`src/rtl/fifo_rd_ctrl_if.sv`:
```
// fifo_rd_ctrl_if: read-side FIFO signals between the controller (master), memory, write-side sync and consumer.
interface fifo_rd_ctrl_if #(parameter int ADDR_WIDTH = 4);
    logic [ADDR_WIDTH-1:0] wptr_gray_sync;
    logic [7:0]            rdata_mem;
    logic [ADDR_WIDTH-2:0] raddr;
    logic [ADDR_WIDTH-1:0] rptr_gray;
    logic                  rempty;
    logic [ADDR_WIDTH-1:0] rd_count;
    logic                  rd_valid;
    logic [7:0]            rd_data;
    logic                  rd_ready;
    logic                  rd_aempty;
    modport master(
        input  wptr_gray_sync, rdata_mem, rd_ready,
        output raddr, rptr_gray, rempty, rd_count, rd_valid, rd_data, rd_aempty
    );
    modport slave(
        output wptr_gray_sync, rdata_mem, rd_ready,
        input  raddr, rptr_gray, rempty, rd_count, rd_valid, rd_data, rd_aempty
    );
endinterface

```
`src/rtl/fifo_rd_ctrl.sv`:
```
// fifo_rd_ctrl: async FIFO read-side pointers, empty/level status and one-word prefetch output register.
// Optional almost-empty flag enabled by defining FIFO_RD_AEMPTY_EN.
module fifo_rd_ctrl #(
    parameter int FIFO_DEPTH = 8,
    parameter int ADDR_WIDTH = 4,
    parameter int AE_THRESH  = 2
) (
    input logic            rclk,
    input logic            rrst_n,
    fifo_rd_ctrl_if.master bus
);
    logic [ADDR_WIDTH-1:0] r_rptr;
    logic [ADDR_WIDTH-1:0] r_rptr_gray;
    logic                  r_rd_valid;
    logic [7:0]            r_rd_data;
    logic [ADDR_WIDTH-1:0] w_wbin;
    logic [ADDR_WIDTH-1:0] w_rptr_nxt;
    logic                  w_rempty;
    logic                  w_fetch;
    always_comb begin
        w_wbin = '0;
        for (int i = 0; i < ADDR_WIDTH; i++) w_wbin[i] = ^(bus.wptr_gray_sync >> i);
    end
    assign w_rempty   = r_rptr_gray == bus.wptr_gray_sync;
    assign w_fetch    = !w_rempty && (!r_rd_valid || bus.rd_ready);
    assign w_rptr_nxt = r_rptr + ADDR_WIDTH'(w_fetch);
    // Gray pointer is registered so the write-domain synchroniser never sees decode glitches
    always_ff @(posedge rclk or negedge rrst_n)
        if (!rrst_n) begin
            r_rptr      <= '0;
            r_rptr_gray <= '0;
            r_rd_valid  <= 1'b0;
            r_rd_data   <= 8'h00;
        end else begin
            r_rptr      <= w_rptr_nxt;
            r_rptr_gray <= w_rptr_nxt ^ (w_rptr_nxt >> 1);
            r_rd_valid  <= w_fetch ? 1'b1 : (r_rd_valid && bus.rd_ready) ? 1'b0 : r_rd_valid;
            r_rd_data   <= w_fetch ? bus.rdata_mem : r_rd_data;
        end
    assign bus.raddr     = r_rptr[ADDR_WIDTH-2:0];
    assign bus.rptr_gray = r_rptr_gray;
    assign bus.rempty    = w_rempty;
    assign bus.rd_count  = w_wbin - r_rptr;
    assign bus.rd_valid  = r_rd_valid;
    assign bus.rd_data   = r_rd_data;
`ifdef FIFO_RD_AEMPTY_EN
    logic [ADDR_WIDTH-1:0] w_count_nxt;
    logic                  r_rd_aempty;
    assign w_count_nxt = w_wbin - w_rptr_nxt;
    // post-fetch level keeps the flag aligned with the pointer update
    always_ff @(posedge rclk or negedge rrst_n)
        if (!rrst_n) r_rd_aempty <= 1'b1;
        else r_rd_aempty <= w_count_nxt <= ADDR_WIDTH'(AE_THRESH);
    assign bus.rd_aempty = r_rd_aempty;
`else
    assign bus.rd_aempty = 1'b0;
`endif
endmodule

```
`src/flat_wrapper.sv`:
```
// flat-port wrapper written by rule: the top's interface ports become plain ports
module fifo_rd_ctrl_flat 
#(
    parameter int FIFO_DEPTH = 8,
    parameter int ADDR_WIDTH = 4,
    parameter int AE_THRESH  = 2
)
  (rclk, rrst_n, bus_wptr_gray_sync, bus_rdata_mem, bus_rd_ready, bus_raddr, bus_rptr_gray, bus_rempty, bus_rd_count, bus_rd_valid, bus_rd_data, bus_rd_aempty);
  fifo_rd_ctrl_if #(.ADDR_WIDTH(ADDR_WIDTH)) bus_i ();
  input logic rclk;
  input logic rrst_n;
  input wire logic [$bits(bus_i.wptr_gray_sync)-1:0] bus_wptr_gray_sync;
  input wire logic [$bits(bus_i.rdata_mem)-1:0] bus_rdata_mem;
  input wire logic [$bits(bus_i.rd_ready)-1:0] bus_rd_ready;
  output wire logic [$bits(bus_i.raddr)-1:0] bus_raddr;
  output wire logic [$bits(bus_i.rptr_gray)-1:0] bus_rptr_gray;
  output wire logic [$bits(bus_i.rempty)-1:0] bus_rempty;
  output wire logic [$bits(bus_i.rd_count)-1:0] bus_rd_count;
  output wire logic [$bits(bus_i.rd_valid)-1:0] bus_rd_valid;
  output wire logic [$bits(bus_i.rd_data)-1:0] bus_rd_data;
  output wire logic [$bits(bus_i.rd_aempty)-1:0] bus_rd_aempty;
  assign bus_i.wptr_gray_sync = bus_wptr_gray_sync;
  assign bus_i.rdata_mem = bus_rdata_mem;
  assign bus_i.rd_ready = bus_rd_ready;
  assign bus_raddr = bus_i.raddr;
  assign bus_rptr_gray = bus_i.rptr_gray;
  assign bus_rempty = bus_i.rempty;
  assign bus_rd_count = bus_i.rd_count;
  assign bus_rd_valid = bus_i.rd_valid;
  assign bus_rd_data = bus_i.rd_data;
  assign bus_rd_aempty = bus_i.rd_aempty;
  fifo_rd_ctrl #(.FIFO_DEPTH(FIFO_DEPTH), .ADDR_WIDTH(ADDR_WIDTH), .AE_THRESH(AE_THRESH)) u_core (.rclk(rclk), .rrst_n(rrst_n), .bus(bus_i));
endmodule
```
`config.mk`:
```
export PLATFORM = sky130hd
export DESIGN_NAME = fifo_rd_ctrl_flat
export DESIGN_NICKNAME = d
export VERILOG_FILES = /design/src/rtl/fifo_rd_ctrl_if.sv /design/src/rtl/fifo_rd_ctrl.sv /design/src/flat_wrapper.sv
export SDC_FILE = /design/constraint.sdc
export NUM_CORES = 1
export LEC_CHECK = 0
export CORE_MARGIN = 8
export CORE_UTILIZATION = 36
export DETAILED_ROUTE_END_ITERATION = 16
export PLACE_DENSITY = 0.81
export SLEW_MARGIN = 20
export SYNTH_ARGS = -nofsm -noshare
export SYNTH_HDL_FRONTEND = slang
export SYNTH_SLANG_ARGS = --single-unit
export TNS_END_PERCENT = 30
```
`constraint.sdc`:
```
create_clock -name rclk -period 1.95 [get_ports rclk]
set_input_delay 0.2925 -clock rclk [delete_from_list [all_inputs] [get_ports rclk]]
set_output_delay 0.2925 -clock rclk [all_outputs]
set_load 0.005 [all_outputs]
```
==> results of run 1 <==
## per-stage QoR
step | setup TNS, ns | area, um^2 | util, % | setup slack, ns
2_1_floorplan | 0 | 822.0 | - | 0.02892
3_3_place_gp | -7.068 | 1305 | 59.57 | -0.9367
3_5_place_dp | -7.906 | 1305 | 59.57 | -0.9997
4_1_cts | -0.3529 | 1373 | 62.65 | -0.1811
5_1_grt | -0.7387 | 1409 | 64.31 | -0.2682
6_report | -0.4731 | 1409 | 64.31 | -0.1861
## report_power, final
part | switching [W] | internal [W] | leakage [nW] | total [W]
registers | 0.0000822 | 0.000468 | 0.184 | 0.000551
clock network | 0.000100 | 0.000114 | 0.0210 | 0.000214
logic | 0.000485 | 0.000721 | 0.459 | 0.00121
total | 0.000667 | 0.00130 | 0.664 | 0.00197
## path summary, 6_finish.rpt
check	slack (ns)	start	end
min in group rclk	0.51	u_core.bus.rd_data[1]	u_core.bus.rd_data[1]
max	-0.19	bus_wptr_gray_sync[3]	bus_rd_count[1]
min reg2reg	0.51	u_core.bus.rd_data[1]	u_core.bus.rd_data[1]
max in group asynchronous	1.11	rrst_n	u_core.bus.rptr_gray[1]
max reg2reg	0.18	u_core.r_rptr[3]	u_core.bus.rptr_gray[0]
min	0.41	rrst_n	u_core.bus.rd_data[6]
## layer usage
metal	up-vias	global-route usage (%)	routed length [um]
met4	0	5.014	15
li1	308	-	-
met2	28	17.44	1003
met1	305	8.705	675
met5	-	0	0
met3	2	7.317	281
## kinds of logic after synthesis
logic type,count (synthesis),share of synthesized area [%]
simple gates,3,3.652
fa+ha+maj,6,10.05
compound gates,5,4.719
xor+xnor,15,16.90
buf+inv,9,4.567
flops,16,48.71
other cells,1,0.4562
mux,8,10.96
## critical path: cells and delay by family
kind / cells / cell delay [ns]
adder cells (fa/ha/maj): 2 / 0.69
buffers and inverters: 4 / 0.38
XOR/XNOR: 3 / 0.48
## registers in the layout, indices dropped and copies added, names as in the netlist
register,flops
u_core.bus.rptr_gray,3
u_core.bus.rd_valid,1
u_core.r_rptr,4
u_core.bus.rd_data,8
## cell type report
cell class	count	area, um^2	share of cell area (%)
clock buffer	4	36.28	2.575
inverter	8	30.03	2.131
multi-input combinational	38	441.7	31.35
sequential	16	400.4	28.42
tap	28	35.03	2.487
timing repair buffer	52	465.4	33.04
## Yosys cell counts, drive strengths merged
cell type	count
buf	1
nand3	1
a21o	1
dfrtp	16
xor2	10
fa	1
inv	8
conb	1
ha	5
nand2	1
nor4	1
o21ai	1
xnor2	5
mux2	8
a21oi	3
## what timing repair did
action / in CTS / in global routing
endpoints found under the setup margin: 7 / 5
cloned: 0 / 0
gates resized for setup: 31 / 6
pin swaps: 7 / 3
hold buffers: 0 / 0
buffers inserted: 2 / 1
==> impl_metrics.ini, run 1 <==
[outcome]
status = finished with violations
violations = setup timing

[global_route]
antenna_found_initial = 0
grt_max_degree = 17
overflow = 0
grt_pass1_wl_um = 3284
grt_pass1_vias = 758
track_usage_pct = 10.20

[clock_tree]
cts_max_path_buffers = 2
clkTransAtPathRegs_ns = 0.09
cts_root_buffer = clkbuf_4
cts_made_buffers = 3
cts.sinks = 16
cts-htree-levels = 1
cts_tree = done
clk_latency_ns = 0.28

[worst_setup_path]
startpoint_type = input port
crit_path_top_delay_cell = fa_2
end_kind = output pin
path_cells = buf_6 > xor2_4 > xnor2_2 > xor2_1 > ha_2 > buf_4 > fa_2 > inv_1 > buf_2
criticalPathCategory = input port to output pin
crit_arrival_ns = 1.84
cpPeakStageDelay_ns = 0.51
cp.required_ns = 1.66
cp_max_fo = 2
r2r_cells = 7

[sta]
post-route-period-util_pct = 109.5
fin_worst_hold_slack_ns = 0.4133
fin_crit_ns = 2.136
fin_ws_ns = -0.1861
tightest_slew_ns = 0.6807
max_freq_mhz = 468.2
setup_violations = 3
rsz0062_at_grt = yes
final-hold-violation-count = 0
slew_violations = 0
fin_worst_skew_ns = 0.001506
slew_headroom_pct = 54.48

[floorplanning]
die_w_um = 63.79
die_area_um2 = 4069
initial_core_util_pct = 37.52
core_area_um2 = 2191
io_pins = 37
fp-row-count = 17
die_h_um = 63.79

[power]
p_leak_nw = 0.6643
ir_worst_vdd_uv = 757.3
p_total_w = 0.001970
pwr_density_cell_nw_per_um2 = 1399

[placed_design]
port_buffers = 35
place_congestion = 0.7798
dp_hpwl_um = 1575
dp.cells = 139

[drt]
drtAntennaViolNets = 0
drc = 0
routed-via-count = 643
wl_per_cell_um = 13.53
drt_iter0_markers = 5
dr.pass1.iters = 3
drt_wl_total_um = 1976
viasPerCell = 4.404

[synthesis]
yosysTopAreaCellShare_pct = 48.71
synthCells = 63
ys_seq_elements = 16
yosys_warnings = 0
synth_fp_nets = 84
syn_area_um2 = 822.0
avgSynthCellArea_um2 = 13.05
synth.area.top_cells = dfrtp_1 49%, mux2_2 11%, xor2_1 9.6%
yosysTopAreaCell = dfrtp_1
seq_area_frac_synth_pct = 48.71
ys_types = 17

[worst_hold_path]
hold_path_class = input port to async pin

[finish]
syn_to_final_growth_pct = 71.39
final_cell_mix = 26 x clkdlybuf4s50_1, 17 x buf_4, 16 x dfrtp_1, 8 x inv_1, 8 x mux2_2
drive_above_1_share_pct = 38.14
nNetsFinal = 140
mostFrequentLayoutCell = clkdlybuf4s50_1
diodes = 0
stdcell_count = 146
nFillCells = 193

[flow_run]
drv_cap = 0
No activity file was read; power rests on OpenSTA's default activity.
==> run 2, diff against run 1 <==
SKIP_CTS_REPAIR_TIMING = 1   (was default)
==> run 2 against run 1 <==
The flow still finishes with violations (setup timing). Sequential share of layout area shrank 0.45 points. Highest routed layer unchanged. Sequential cell count unchanged. Die area is the same. Global-route usage shrank 0.52 points. Count of clock-buffer cells in the layout stayed put. Largest cell class is now multi-input combinational cells. Sequential power rose by 0.7%. Worst setup slack better by 0.052 ns. Critical endpoint unchanged.
==> impl_metrics.ini, run 2 (synthesis gave the netlist of run 1 again) <==
[power]
p_leak_nw = 0.6719
pwr_density_cell_nw_per_um2 = 1402
ir_worst_vdd_uv = 765.0

[drt]
wl_per_cell_um = 13.55
viasPerCell = 4.399
drc = 0
drt_wl_total_um = 1938
wl_met1_um = 670
routed-via-count = 629
dr.pass1.iters = 2
drtAntennaViolNets = 0
met2_wirelength_um = 962
highest_layer = met4
wl_met3_um = 289
drt_iter0_markers = 3

[outcome]
violations = setup timing
status = finished with violations

[floorplanning]
initial_core_util_pct = 37.52
core_area_um2 = 2191
die_area_um2 = 4069
io_pins = 37
die_w_um = 63.79
fp-row-count = 17
die_h_um = 63.79

[finish]
final_cell_mix = 27 x clkdlybuf4s50_1, 16 x dfrtp_1, 14 x buf_4, 8 x mux2_2, 7 x inv_1
diodes = 0
post-route-util_pct = 65.33
syn_to_final_growth_pct = 74.12
drive_above_1_share_pct = 40.00
nNetsFinal = 137
largest_reg_flops = 8
mostFrequentLayoutCell = clkdlybuf4s50_1

[worst_setup_path]
crit_path_top_delay_cell = fa_2
path_buf_inv = 3
criticalPathCategory = input port to output pin
rr_startpoint = u_core.bus.rptr_gray[1]
cp.required_ns = 1.66
cpPeakStageDelay_ns = 0.43
reg2reg_setup_slack_ns = 0.21
path_cells = buf_8 > xor2_4 > xnor2_2 > xor2_1 > ha_2 > fa_2 > inv_1 > clkbuf_2
r2r_cells = 7
startpoint_type = input port
end_kind = output pin
cp_max_fo = 3
crit_arrival_ns = 1.79
cp_top_family = adder cells
worstReg2RegEnd = u_core.bus.rptr_gray[0]

[sta]
max_freq_mhz = 479.8
rsz0062_at_grt = yes
tightest_slew_ns = 0.6712
final-hold-violation-count = 0
post-route-period-util_pct = 106.9
fin_worst_skew_ns = 0.0005562
slew_violations = 0
fin_crit_ns = 2.084
fin_ws_ns = -0.1344
slew_headroom_pct = 55.11
setup_violations = 3
fin_worst_hold_slack_ns = 0.4098

[placed_design]
place_ws_ns = -0.9997
place_congestion = 0.7798
port_buffers = 35
dp_hpwl_um = 1575

[clock_tree]
cts_max_path_buffers = 2
cts.sinks = 16
clkTransAtPathRegs_ns = 0.09
cts_made_buffers = 3
cts_root_buffer = clkbuf_4
clk_latency_ns = 0.28
cts_tree = done
cts-htree-levels = 1

[global_route]
antenna_found_initial = 0
grt_max_degree = 17
track_usage_pct = 9.676
grt_pass1_wl_um = 3139
grt_pass1_vias = 740
overflow = 0

[flow_run]
drv_cap = 0

[worst_hold_path]
hold_path_class = input port to async pin
## run 2: final cells by class
type	instances	area, um^2
Fill cell	183	759.5
Sequential cell	16	400.4
Timing Repair Buffer	49	454.2
Clock buffer	4	36.28
Tap cell	28	35.03
Inverter	8	30.03
Multi-Input combinational cell	38	475.5
## run 2: metrics by stage
step                      setup TNS, ns  power (W)  area, um^2  std cells
after global placement           -7.068   0.001737        1305        139
after global routing            -0.6295   0.002183        1431        143
after CTS                        -3.897   0.001986        1341        143
after floorplan                       0   0.001062       822.0         63
final                           -0.3473   0.002007        1431        143
after detailed placement         -7.906   0.001761        1305        139
## run 2: worst max-delay path by stage
stage / start / end / slack (ns) / cells after the start
floorplan: bus_wptr_gray_sync[2] / bus_rd_count[2] / 0.03 / 6
global placement: bus_wptr_gray_sync[3] / bus_rd_count[3] / -0.94 / 10
detailed placement: bus_wptr_gray_sync[2] / bus_rd_count[2] / -1.0 / 8
CTS: bus_wptr_gray_sync[2] / bus_rd_count[2] / -1.0 / 8
global route: bus_wptr_gray_sync[3] / bus_rd_count[3] / -0.24 / 10
finish: bus_wptr_gray_sync[3] / bus_rd_count[1] / -0.13 / 8
## run 2: power breakdown
| group | switching (W) | internal [W] |
|---|---|---|
| logic | 0.000498 | 0.000740 |
| clock network | 0.000101 | 0.000114 |
| registers | 0.0000865 | 0.000468 |
## run 2: layer usage
metal | global-route usage (%) | vias to the layer above
li1 | - | 300
met1 | 7.938 | 299
met2 | 16.56 | 28
met3 | 7.317 | 2
met4 | 5.014 | 0
met5 | 0 | -
